### src/rtl/avl_bus_arbiter_if.sv
// Signal bundle between the two core requesters, the arbiter and the Avalon-MM master port.
// The master modport is the arbiter's view; the slave modport is the surrounding system's view.
interface avl_bus_arbiter_if #(
    parameter int DATA_WIDTH = 32,
    parameter int ADDR_WIDTH = 32
);
    localparam int BE_WIDTH = DATA_WIDTH / 8;

    logic                  i_read_i;
    logic [ADDR_WIDTH-1:0] i_addr_i;
    logic [DATA_WIDTH-1:0] i_rdata_o;
    logic                  i_rvalid_o;
    logic                  i_wait_o;

    logic                  d_read_i;
    logic                  d_write_i;
    logic [ADDR_WIDTH-1:0] d_addr_i;
    logic [DATA_WIDTH-1:0] d_wdata_i;
    logic [BE_WIDTH-1:0]   d_be_i;
    logic [DATA_WIDTH-1:0] d_rdata_o;
    logic                  d_rvalid_o;
    logic                  d_wait_o;

    logic [ADDR_WIDTH-1:0] avm_address_o;
    logic                  avm_read_o;
    logic                  avm_write_o;
    logic [DATA_WIDTH-1:0] avm_writedata_o;
    logic [BE_WIDTH-1:0]   avm_byteenable_o;
    logic [DATA_WIDTH-1:0] avm_readdata_i;
    logic                  avm_waitrequest_i;
    logic                  avm_readdatavalid_i;

    modport master (
        input  i_read_i, i_addr_i,
        output i_rdata_o, i_rvalid_o, i_wait_o,
        input  d_read_i, d_write_i, d_addr_i, d_wdata_i, d_be_i,
        output d_rdata_o, d_rvalid_o, d_wait_o,
        output avm_address_o, avm_read_o, avm_write_o, avm_writedata_o, avm_byteenable_o,
        input  avm_readdata_i, avm_waitrequest_i, avm_readdatavalid_i
    );

    modport slave (
        output i_read_i, i_addr_i,
        input  i_rdata_o, i_rvalid_o, i_wait_o,
        output d_read_i, d_write_i, d_addr_i, d_wdata_i, d_be_i,
        input  d_rdata_o, d_rvalid_o, d_wait_o,
        input  avm_address_o, avm_read_o, avm_write_o, avm_writedata_o, avm_byteenable_o,
        output avm_readdata_i, avm_waitrequest_i, avm_readdatavalid_i
    );
endinterface

### src/rtl/avl_bus_arbiter.sv
// Shares one Avalon-MM master between instruction fetch (I) and load/store (D) requesters,
// one outstanding transfer at a time, round-robin on ties.
module avl_bus_arbiter #(
    parameter int DATA_WIDTH = 32,
    parameter int ADDR_WIDTH = 32
) (
    input  logic              clk_i,
    input  logic              reset_i,
    avl_bus_arbiter_if.master bus
);
    localparam int BE_WIDTH = DATA_WIDTH / 8;

    typedef enum logic [1:0] {IDLE, CMD, RESP} state_t;
    typedef enum logic {PORT_I, PORT_D} port_t;

    state_t                state;
    port_t                 owner;
    port_t                 last_grant;
    logic                  abandoned;
    logic [ADDR_WIDTH-1:0] cmd_addr;
    logic [DATA_WIDTH-1:0] cmd_wdata;
    logic [BE_WIDTH-1:0]   cmd_be;
    logic                  cmd_read;
    logic                  cmd_write;

    logic d_req;
    logic grant_d;
    logic owner_req;
    logic read_done;
    logic write_done;
    logic owner_done;

    assign d_req      = bus.d_read_i | bus.d_write_i;
    assign grant_d    = d_req && (!bus.i_read_i || last_grant == PORT_I);
    assign owner_req  = (owner == PORT_D) ? d_req : bus.i_read_i;
    assign read_done  = (state == RESP) && bus.avm_readdatavalid_i;
    assign write_done = (state == CMD) && cmd_write && !bus.avm_waitrequest_i;
    // A requester that let go mid-transfer must not see the completion, even if it re-requests.
    assign owner_done = (read_done || write_done) && owner_req && !abandoned;

    // NOTE: sequential state uses non-blocking assignments so every register samples pre-edge values.
    always_ff @(posedge clk_i or posedge reset_i) begin
        if (reset_i) begin
            state      <= IDLE;
            owner      <= PORT_I;
            last_grant <= PORT_I;
            abandoned  <= 1'b0;
            cmd_addr   <= '0;
            cmd_wdata  <= '0;
            cmd_be     <= '0;
            cmd_read   <= 1'b0;
            cmd_write  <= 1'b0;
        end else begin
            case (state)
                IDLE: begin
                    abandoned <= 1'b0;
                    if (d_req || bus.i_read_i) begin
                        state      <= CMD;
                        owner      <= grant_d ? PORT_D : PORT_I;
                        last_grant <= grant_d ? PORT_D : PORT_I;
                        if (grant_d) begin
                            cmd_addr  <= bus.d_addr_i;
                            cmd_wdata <= bus.d_wdata_i;
                            cmd_be    <= bus.d_be_i;
                            cmd_write <= bus.d_write_i;
                            cmd_read  <= !bus.d_write_i;
                        end else begin
                            cmd_addr  <= bus.i_addr_i;
                            cmd_wdata <= '0;
                            cmd_be    <= '1;
                            cmd_write <= 1'b0;
                            cmd_read  <= 1'b1;
                        end
                    end
                end
                CMD: begin
                    if (!owner_req) abandoned <= 1'b1;
                    if (!bus.avm_waitrequest_i) begin
                        state     <= cmd_write ? IDLE : RESP;
                        cmd_addr  <= '0;
                        cmd_wdata <= '0;
                        cmd_be    <= '0;
                        cmd_read  <= 1'b0;
                        cmd_write <= 1'b0;
                    end
                end
                RESP: begin
                    if (!owner_req) abandoned <= 1'b1;
                    if (bus.avm_readdatavalid_i) state <= IDLE;
                end
                default: state <= IDLE;
            endcase
        end
    end

    assign bus.avm_address_o    = cmd_addr;
    assign bus.avm_read_o       = cmd_read;
    assign bus.avm_write_o      = cmd_write;
    assign bus.avm_writedata_o  = cmd_wdata;
    assign bus.avm_byteenable_o = cmd_be;

    assign bus.i_rvalid_o = read_done && owner_done && owner == PORT_I;
    assign bus.d_rvalid_o = read_done && owner_done && owner == PORT_D;
    assign bus.i_rdata_o  = bus.i_rvalid_o ? bus.avm_readdata_i : '0;
    assign bus.d_rdata_o  = bus.d_rvalid_o ? bus.avm_readdata_i : '0;
    assign bus.i_wait_o   = bus.i_read_i && !(owner_done && owner == PORT_I);
    assign bus.d_wait_o   = d_req && !(owner_done && owner == PORT_D);
endmodule

### src/flat_wrapper.sv
// flat-port wrapper written by rule: the top's interface ports become plain ports
module avl_bus_arbiter_flat 
#(
    parameter int DATA_WIDTH = 32,
    parameter int ADDR_WIDTH = 32
)
  (clk_i, reset_i, bus_i_read_i, bus_i_addr_i, bus_i_rdata_o, bus_i_rvalid_o, bus_i_wait_o, bus_d_read_i, bus_d_write_i, bus_d_addr_i, bus_d_wdata_i, bus_d_be_i, bus_d_rdata_o, bus_d_rvalid_o, bus_d_wait_o, bus_avm_address_o, bus_avm_read_o, bus_avm_write_o, bus_avm_writedata_o, bus_avm_byteenable_o, bus_avm_readdata_i, bus_avm_waitrequest_i, bus_avm_readdatavalid_i);
  avl_bus_arbiter_if #(.DATA_WIDTH(DATA_WIDTH), .ADDR_WIDTH(ADDR_WIDTH)) bus_i ();
  input  logic clk_i;
  input  logic reset_i;
  input wire logic [$bits(bus_i.i_read_i)-1:0] bus_i_read_i;
  input wire logic [$bits(bus_i.i_addr_i)-1:0] bus_i_addr_i;
  output wire logic [$bits(bus_i.i_rdata_o)-1:0] bus_i_rdata_o;
  output wire logic [$bits(bus_i.i_rvalid_o)-1:0] bus_i_rvalid_o;
  output wire logic [$bits(bus_i.i_wait_o)-1:0] bus_i_wait_o;
  input wire logic [$bits(bus_i.d_read_i)-1:0] bus_d_read_i;
  input wire logic [$bits(bus_i.d_write_i)-1:0] bus_d_write_i;
  input wire logic [$bits(bus_i.d_addr_i)-1:0] bus_d_addr_i;
  input wire logic [$bits(bus_i.d_wdata_i)-1:0] bus_d_wdata_i;
  input wire logic [$bits(bus_i.d_be_i)-1:0] bus_d_be_i;
  output wire logic [$bits(bus_i.d_rdata_o)-1:0] bus_d_rdata_o;
  output wire logic [$bits(bus_i.d_rvalid_o)-1:0] bus_d_rvalid_o;
  output wire logic [$bits(bus_i.d_wait_o)-1:0] bus_d_wait_o;
  output wire logic [$bits(bus_i.avm_address_o)-1:0] bus_avm_address_o;
  output wire logic [$bits(bus_i.avm_read_o)-1:0] bus_avm_read_o;
  output wire logic [$bits(bus_i.avm_write_o)-1:0] bus_avm_write_o;
  output wire logic [$bits(bus_i.avm_writedata_o)-1:0] bus_avm_writedata_o;
  output wire logic [$bits(bus_i.avm_byteenable_o)-1:0] bus_avm_byteenable_o;
  input wire logic [$bits(bus_i.avm_readdata_i)-1:0] bus_avm_readdata_i;
  input wire logic [$bits(bus_i.avm_waitrequest_i)-1:0] bus_avm_waitrequest_i;
  input wire logic [$bits(bus_i.avm_readdatavalid_i)-1:0] bus_avm_readdatavalid_i;
  assign bus_i.i_read_i = bus_i_read_i;
  assign bus_i.i_addr_i = bus_i_addr_i;
  assign bus_i_rdata_o = bus_i.i_rdata_o;
  assign bus_i_rvalid_o = bus_i.i_rvalid_o;
  assign bus_i_wait_o = bus_i.i_wait_o;
  assign bus_i.d_read_i = bus_d_read_i;
  assign bus_i.d_write_i = bus_d_write_i;
  assign bus_i.d_addr_i = bus_d_addr_i;
  assign bus_i.d_wdata_i = bus_d_wdata_i;
  assign bus_i.d_be_i = bus_d_be_i;
  assign bus_d_rdata_o = bus_i.d_rdata_o;
  assign bus_d_rvalid_o = bus_i.d_rvalid_o;
  assign bus_d_wait_o = bus_i.d_wait_o;
  assign bus_avm_address_o = bus_i.avm_address_o;
  assign bus_avm_read_o = bus_i.avm_read_o;
  assign bus_avm_write_o = bus_i.avm_write_o;
  assign bus_avm_writedata_o = bus_i.avm_writedata_o;
  assign bus_avm_byteenable_o = bus_i.avm_byteenable_o;
  assign bus_i.avm_readdata_i = bus_avm_readdata_i;
  assign bus_i.avm_waitrequest_i = bus_avm_waitrequest_i;
  assign bus_i.avm_readdatavalid_i = bus_avm_readdatavalid_i;
  avl_bus_arbiter #(.DATA_WIDTH(DATA_WIDTH), .ADDR_WIDTH(ADDR_WIDTH)) u_core (.clk_i(clk_i), .reset_i(reset_i), .bus(bus_i));
endmodule
### config.mk
export PLATFORM = sky130hd
export DESIGN_NAME = avl_bus_arbiter_flat
export DESIGN_NICKNAME = d
export VERILOG_FILES = /design/src/rtl/avl_bus_arbiter_if.sv /design/src/rtl/avl_bus_arbiter.sv /design/src/flat_wrapper.sv
export SDC_FILE = /design/constraint.sdc
export NUM_CORES = 1
export LEC_CHECK = 0
export ABC_AREA = 0
export CAP_MARGIN = 15
export CORE_AREA = 2 2 101 127
export CTS_CLUSTER_DIAMETER = 80
export DETAILED_ROUTE_END_ITERATION = 8
export DIE_AREA = 0 0 103 129
export GPL_TIMING_DRIVEN = 0
export PLACE_DENSITY = 0.82
export RECOVER_POWER = 50
export SYNTH_ARGS = -nofsm -noshare
export SYNTH_HDL_FRONTEND = slang
export SYNTH_SLANG_ARGS = --single-unit
### constraint.sdc
create_clock -name clk_i -period 2.6 [get_ports clk_i]
set_clock_uncertainty 0.15 [all_clocks]
set_input_delay 0.78 -clock clk_i [delete_from_list [all_inputs] [get_ports clk_i]]
set_output_delay 0.78 -clock clk_i [all_outputs]
set_load 0.005 [all_outputs]
==> metrics.csv <==
metric,value,unit
dieWidth,103,um
drtAntennaViolNets,0,
rsz0062_at_grt,true,
arrival,1870,ps
clkTransAtPathRegs,60,ps
power.leakage,3.37,nW
io_pins,277,
grt_use_total,0.206,
syn-cell-area,0.00366,sq mm
placed_cells,751,
initial_core_util,0.304,
cp-start-kind,register,
slew_headroom,0.480,
ys_types,25,
whs,335,ps
postRouteWirelength,14.3,mm
dp_hpwl,10.8,mm
crit_required,1670,ps
grt_max_degree,39,
rows,45,
clockRootBuffer,clkbuf_16,
synth_top_area_cell,dfrtp_1,
die-height,129,um
drc_errors,0,
diodes,0,
core,0.0120,sq mm
synth_area_leaders,"dfrtp_1 (51%), and2_1 (11%), o2bb2ai_1 (9.1%), mux2i_1 (9.0%), a22o_1 (7.9%)",
fin_crit,2800,ps
clk_path_buf_depth,2,
stdcell_area,0.00747,sq mm
powerDensity,877,mW/mm^2
h-tree-depth,3,
drtPass1Iterations,4,
gp_congestion,0.759,
yosysWarningCount,0,
gr-total-overflow,0,
groute.layer.met1.usage,0.216,
setup_viol,68,
syn-num-nets,453,
hold_buffers,0,
met3_usage,0.0598,
hp-class,reg -> reg,
ys_seq_elements,74,
final_max_slew_viol_count,0,
peakVddDrop,486,uV
drtIter0Drc,71,
drv_cap,0,
clkLatencyLatePin,330,ps
dpl_cell_area,0.00664,sq mm
vias,3757,
fin_ws,-195,ps
outcome,"complete, but fails checks",
cts_tree,yes,
synth_top_area_share,0.506,
cts.sinks,74,
cp_max_fo,5,
cp-end-kind,primary output,
fin_crit_sh,1.08,
drive_gt1_frac,0.318,
yosysSeqAreaShare,0.506,
cts-buffers-inserted,9,
first_global_vias,4082,
syn_avg_cell_area,11.8,sq um
crit_type,reg -> out,
p_total,6.55,mW
antenna_found_initial,0,
clock.fmax,358,MHz
busiest_layer,met2,
synthToLayoutAreaGrowth,104,%
viasPerCell,4.76,
hold_viol,0,
worst_pin_slew,778,ps
port_buffers,275,
failed_checks,negative setup slack,
grt_pass1_wl,20.7,mm
wl_per_cell,18.1,um
use_met2,0.387,
netlist_instances,311,
die-area,0.0133,sq mm
layoutNonFillerInstCount,790,
nets,763,
repair_timing:
item | in CTS | in global routing
setup endpoints to repair | 68 | 68
gates resized for setup | 418 | 41
pin swaps | 56 | 7
gates cloned | 4 | 0
setup buffers | 18 | 4
per-stage QoR:
stage               setup TNS [ps]  worst slack, ps   util
floorplan                        0             38.7      -
global route                -16200             -278  0.620
detailed placement         -106540            -1480  0.551
finish                      -10680             -195  0.620
CTS                         -13950             -293  0.607
global placement           -102090            -1450  0.550
worst max-delay path: stages, from the launching register on:
cell and delay, ps:
dfrtp_1 400, inv_2 80, ha_4 140, nand2_4 70
nor4b_4 220, buf_6 150, clkbuf_8 130, buf_6 110
and2_4 130, buf_2 100
final timing paths:
check	endpoint	startpoint	depth (start not counted)	slack (ps)
min in group asynchronous	u_core.bus.avm_address_o[24]	reset_i	2	800
setup reg to reg	u_core.bus.avm_writedata_o[8]	u_core.state[0]	8	370
hold / removal	u_core.bus.avm_address_o[30]	u_core.bus.avm_address_o[30]	1	330
hold reg to reg	u_core.bus.avm_address_o[30]	u_core.bus.avm_address_o[30]	1	330
max in group asynchronous	u_core.bus.avm_writedata_o[16]	reset_i	3	880
setup / recovery	bus_i_rdata_o[20]	u_core.state[0]	9	-200
cell families (layout without fill, tap and decap cells):
logic type / count (synthesis) / after routing / share of synthesized area
compound gates: 81 / 81 / 0.193
fa+ha+maj: 3 / 3 / 0.0103
buf+inv: 30 / 345 / 0.0499
flops: 74 / 74 / 0.506
mux: 33 / 33 / 0.0902
simple gates: 90 / 90 / 0.150
per-layer routing:
metal	up-vias	share of wire
li1	1753	-
met1	1777	0.36
met2	203	0.53
met3	24	0.087
met4	0	0.022
met5	-	0
state kept, by name, summed over array words and instances, names as in the netlist:
name	flops
u_core.bus.avm_address_o	32
u_core.state	2
u_core.bus.avm_writedata_o	32
u_core.owner	1
u_core.bus.avm_read_o	1
u_core.bus.avm_write_o	1
u_core.bus.avm_byteenable_o	4
u_core.abandoned	1
cell usage after synthesis, drive strengths merged:
cell type	number
a22o	33
nand3b	1
and3	1
buf	16
clkbuf	9
nor4b	2
a31oi	3
dfrtp	74
or3	1
and2	64
a2bb2oi	1
nand2b	4
ha	3
o2bb2ai	38
nand2	5
o211ai	1
nor2	10
a21oi	3
nor3	1
o22a	1
mux2i	33
inv	5
a21boi	1
or4b	1
cells in the final DEF, fill, tap and decap left out, types with 2 or more instances in the layout:
cell type	instances
clkdlybuf4s50_1	203
buf_6	76
dfrtp_1	74
and2_4	54
o2bb2ai_1	38
a22o_1	33
mux2i_1	33
buf_2	22
and2_1	10
nor2_1	9
clkbuf_16	9
buf_4	9
buf_8	6
nand2_1	4
nand2b_1	4
clkbuf_1	3
inv_1	3
a31oi_1	3
clkinvlp_4	3
a21oi_1	3
nor4b_4	2
clkbuf_8	2
ha_4	2
bufinv_16	2
buf_12	2
area by class of cell:
type	count	area [sq um]
Fill cell	997	4580
Timing Repair Buffer	301	3030
Sequential cell	74	1850
Multi-Input combinational cell	207	1820
Clock buffer	10	239
Buffer	23	206
Tap cell	164	205
Clock inverter	6	88.8
Inverter	5	22.5
power by group:
| part | internal [mW] | switching, mW |
|---|---|---|
| registers | 1.65 | 0.320 |
| logic | 1.91 | 1.32 |
| clock network | 0.867 | 0.475 |
(Power assumes the default switching activity.)
==> RTL edit 1, RTL diff (same settings) <==
`ADDR_WIDTH` is set to 32 in 3 places; all go to 48.
--- a/src/rtl/avl_bus_arbiter_if.sv
+++ b/src/rtl/avl_bus_arbiter_if.sv
@@ -4,3 +4,3 @@
     parameter int DATA_WIDTH = 32,
-    parameter int ADDR_WIDTH = 32
+    parameter int ADDR_WIDTH = 48
 );
--- a/src/rtl/avl_bus_arbiter.sv
+++ b/src/rtl/avl_bus_arbiter.sv
@@ -4,3 +4,3 @@
     parameter int DATA_WIDTH = 32,
-    parameter int ADDR_WIDTH = 32
+    parameter int ADDR_WIDTH = 48
 ) (
--- a/src/flat_wrapper.sv
+++ b/src/flat_wrapper.sv
@@ -4,3 +4,3 @@
     parameter int DATA_WIDTH = 32,
-    parameter int ADDR_WIDTH = 32
+    parameter int ADDR_WIDTH = 48
 )
Ports: changed (resized bus_avm_address_o, bus_d_addr_i and bus_i_addr_i); port bits go from 277 to 325. The function was not compared with the original's and may differ.
==> RTL edit 1 against the original RTL <==
The run still ends with negative setup slack left; area after synthesis is 28% higher; cell area is 20% higher; sequential share of layout area is 0.41 points higher; wire length is 23% higher; total power is 14% higher; final cell count is 12% higher; sequential cell count is 16 higher; worst setup slack better by 0.030 ns; critical endpoint is now bus_i_rdata_o[11]; largest power group unchanged.
==> RTL edit 1: results (changes against the original RTL) <==
[run_status]
run_status=complete, but fails checks
violated_checks=negative setup slack

[drt]
firstDrtPassIters=4  ; unchanged
met2_wirelength_um=9400  ; +23%
vias_per_cell=4.99  ; +4.9%
met1Wirelength_um=6200  ; +21%
drtIter0Drc=101  ; +42%
vias=4429  ; +18%
routed-wl-met3_um=1450  ; +17%

[critical_path]
critical_path_class=input port to output port
reg2reg_from=u_core.state[1]
stage_delay_of_the_slowest_cell_on_the_critical_path_ns=0.27  ; -0.13 ns
worstPathArrival_ns=1.84  ; -0.03 ns
rrSetupSlack_ns=0.14  ; -0.23 ns
worst_r2r_endpoint=u_core.bus.avm_address_o[6]
timing.critical_path.to=bus_i_rdata_o[11]
critical_path.max_fanout=8  ; +3
startpoint_type=input port
reg2reg_depth=9  ; +1

[place]
finalWeightedCongestion=0.858  ; +13%
dpl.cell_count=852  ; +13%
hpwlAfterDp_um=13100  ; +22%
port_buffers=322  ; +17%

[grt]
groute.layer.met3.usage=0.0788  ; +0.0190
use_met2=0.452  ; +0.0649
global_route.usage.met1=0.262  ; +0.0467
number_of_global_route_vias_before_repair=4663  ; +14%
grt_pass1_wl_um=25200  ; +21%
grt_util_all_layers=0.248  ; +0.0423

[final_layout]
area.sequential_um2=2250  ; +22%
total_number_of_multi_input_combinational_cells=233  ; +13%
final_net_count=894  ; +17%
multi_input_area_share=0.270  ; +0.0262
buffers=376  ; +16%
clk_share=0.0328  ; -0.0111
layout-drive-gt1-share=0.348  ; +0.0302
n_all_inverters=10  ; +5
final-nonclk-buf-share=0.417  ; -0.0166

[logic_synthesis]
postSynthNetCount=538  ; +19%
synth.lib_cells_used.distinct=32  ; +28%
synth_seq_cells=90  ; +22%
synth_compound_area_frac=0.243  ; +0.0496
synth_xor_xnor_area_share=0  ; unchanged
synthTopCellsByCount=dfrtp_1 (90), and2_1 (64), mux2i_1 (51), o2bb2ai_2 (50), a22o_1 (32)
leading_post_synthesis_cells_by_cell_area=dfrtp_1 (48%), o2bb2ai_2 (16%), mux2i_1 (11%)
cell_count_after_synthesis=364  ; +17%
post_synth_fa_ha_maj_area_fraction=0.00801  ; -0.00224
synth-seq-area-share=0.481  ; -0.0252
synthMuxAreaShare=0.114  ; +0.0235

[pwr]
power.ir.vdd_worst_mv=0.553  ; +14%
p_sw_uw=2680  ; +27%
power.leakage_uw=0.00407  ; +21%
power_consumed_by_sequential_cells_uw=2250  ; +14%

[sta]
tightestPinTransition_ns=1.07  ; +0.293 ns
post-route-worst-setup-slack_ns=-0.165  ; +0.0299 ns
finalSetupViolCount=61  ; -10%

-- RTL edit 1: cell count changes in the layout (fill, tap and decap cells not counted), sizes merged, moves of 14 or more --
cell	delta
o2bb2ai	+14
dlygate4sd3	+43
mux2i	+18
dfrtp	+16
-- RTL edit 1: how the worst min path moves through the flow --
stage / cells past startpoint / to / slack, ns / from
3_5_place_dp: 1 / u_core.bus.avm_address_o[46] / 0.33 / u_core.bus.avm_address_o[46]
2_1_floorplan: 1 / u_core.bus.avm_address_o[46] / 0.33 / u_core.bus.avm_address_o[46]
4_1_cts: 1 / u_core.bus.avm_address_o[2] / 0.35 / u_core.bus.avm_address_o[2]
5_1_grt: 1 / u_core.bus.avm_address_o[11] / 0.36 / u_core.bus.avm_address_o[11]
6_report: 1 / u_core.bus.avm_address_o[1] / 0.34 / u_core.bus.avm_address_o[1]
3_3_place_gp: 1 / u_core.bus.avm_address_o[46] / 0.33 / u_core.bus.avm_address_o[46]
-- RTL edit 1: metrics by stage --
step	setup slack [ns]	power, uW	hold WS (ns)	area, um^2	TNS, ns
finish	-0.165	7480	0.343	8930	-5.98
detailed placement	-1.26	6090	0.331	8180	-106.95
global placement	-1.19	5970	0.328	8140	-127.65
floorplan	-0.0148	4340	0.329	4710	-0.296
global route	-0.206	7890	0.356	8930	-8.50
CTS	-0.256	7560	0.352	8650	-11.70
-- RTL edit 1: logic make-up after synthesis --
kind of cell | Yosys count
AO/OA/AOI/OAI | 96
flip-flops | 90
AND/OR/NAND/NOR | 81
multiplexers | 53
buffers and inverters | 41
adder cells (fa/ha/maj) | 3
-- RTL edit 1: repair_timing --
action / CTS / global route
endpoints found under the hold margin: 0 / 0
hold buffers: 0 / 0
resized for setup: 366 / 84
setup endpoints to repair: 118 / 98
pin swaps: 50 / 13
gates cloned: 4 / 0
buffers inserted: 18 / 2
==> RTL edit 2, RTL diff (config.mk and constraints unchanged) <==
Made on the original files. Re-encode `state_t` (3 states) as one-hot, 3 bits wide.
--- a/src/rtl/avl_bus_arbiter.sv
+++ b/src/rtl/avl_bus_arbiter.sv
@@ -12,3 +12,3 @@
 
-    typedef enum logic [1:0] {IDLE, CMD, RESP} state_t;
+    typedef enum logic [2:0] {IDLE = 3'b001, CMD = 3'b010, RESP = 3'b100} state_t;
     typedef enum logic {PORT_I, PORT_D} port_t;
Check against the original RTL: no difference found for any inputs over 4 cycles, from zero or initial values and one cycle with reset_i high; so few cycles prove little.
==> RTL edit 2 against the original RTL <==
The flow still finishes with violations (negative setup slack); sequential cell count is 1 higher; cell area up 4.2%; critical path depth unchanged; wire length up 22%; total power is 5.7% higher; worst hold slack got worse by 0.0030 ns; worst setup slack worse by 0.061 ns; area after synthesis fell by 0.14%; first-iteration DRC count up 110%; clock power decreased by 9%; critical path type is now input port to output port; largest cell class unchanged.
==> RTL edit 2: results (changes against the original RTL) <==
[run_status]
run_status=complete, but fails checks
violated_checks=negative setup slack

[drt]
vias_per_cell=5.03  ; +5.8%
met2_wirelength_um=9280  ; +21%
drtIter0Drc=147  ; +110%
route.final.wire_length_um=17400  ; +22%
routed-wl-met3_um=1600  ; +29%
met1Wirelength_um=5960  ; +17%

[final_layout]
multi_input_area_um2=2100  ; +15%
n_fill_cell=899  ; -9.8%
total_number_of_multi_input_combinational_cells=243  ; +17%
fin_cells=852  ; +7.8%
layout.core_utilization=0.645  ; +0.0258
final-nonclk-buf-share=0.422  ; -0.0118
final_net_count=823  ; +7.9%
clk_share=0.0376  ; -0.00626
layout-drive-gt1-share=0.368  ; +0.0498
buffers=350  ; +8.0%

[logic_synthesis]
synth_seq_cells=75  ; +1.4%
synth.lib_cells_used.distinct=33  ; +32%
synth_compound_area_frac=0.194  ; +0.000949
post_synth_fa_ha_maj_area_fraction=0  ; -0.0103
synthTopCellsByCount=dfrtp_1 (74), nor2_1 (71), nand2_1 (37), mux2i_1 (36), o2bb2ai_1 (34)
synth-seq-area-share=0.514  ; +0.00788
synthMuxAreaShare=0.0986  ; +0.00834
leading_post_synthesis_cells_by_cell_area=dfrtp_1 (51%), mux2i_1 (9.9%), o2bb2ai_1 (8.1%)
synth_xor_xnor_area_share=0.00240  ; +0.00240

[cts]
postCtsSetupRepairBufs=24  ; +6

[grt]
grt_start_max_net_pins=42  ; +7.7%
number_of_global_route_vias_before_repair=4414  ; +8.1%
groute.layer.met3.usage=0.0739  ; +0.0141
grt_pass1_wl_um=22700  ; +9.5%
grt_util_all_layers=0.223  ; +0.0169

[critical_path]
crit_slowest_cell=buf_4
worstPathArrival_ns=1.93  ; +0.06 ns

[pwr]
power.ir.vdd_worst_mv=0.588  ; +21%
powerComb_uw=3710  ; +15%
power.leakage_uw=0.00361  ; +7.0%
power_density_nw_per_um2=890  ; +1.5%
p_sw_uw=2410  ; +14%
p_clk_uw=1220  ; -9%

[place]
hpwlAfterDp_um=11100  ; +3.5%
finalWeightedCongestion=0.833  ; +9.7%
place_worst_setup_slack_ns=-1.36  ; +0.123 ns
port_buffers=276  ; +0.36%
dpl.cell_count=796  ; +6.0%
placed_cell_areas_um2=6650  ; about the same

[sta]
finalSetupViolCount=67  ; -1.5%
post-route-worst-setup-slack_ns=-0.256  ; -0.0605 ns
fin_tns_setup_ns=-10.33  ; +0.342 ns
worst_slew_margin_rel=0.498  ; +0.0178

[RTL edit 2: cell count changes after synthesis, sizes merged, moves of 3 or more]
cell,unedited run,this run
mux2i,33,36
nor2,10,71
ha,3,0
nand2,5,37
nor3b,0,3
clkbuf,9,16
and2,64,1
o2bb2ai,38,34
[RTL edit 2: final timing paths]
check / start / endpoint / slack [ns] / cells past startpoint
setup / recovery: bus_avm_readdatavalid_i / bus_i_rdata_o[12] / -0.26 / 9
hold / removal: u_core.bus.avm_address_o[20] / u_core.bus.avm_address_o[20] / 0.33 / 1
setup reg to reg: u_core.state[2] / u_core.bus.avm_address_o[23] / 0.10 / 7
hold reg to reg: u_core.bus.avm_address_o[20] / u_core.bus.avm_address_o[20] / 0.33 / 1
max in group asynchronous: reset_i / u_core.bus.avm_read_o / 0.34 / 3
min in group asynchronous: reset_i / u_core.bus.avm_writedata_o[21] / 0.90 / 2
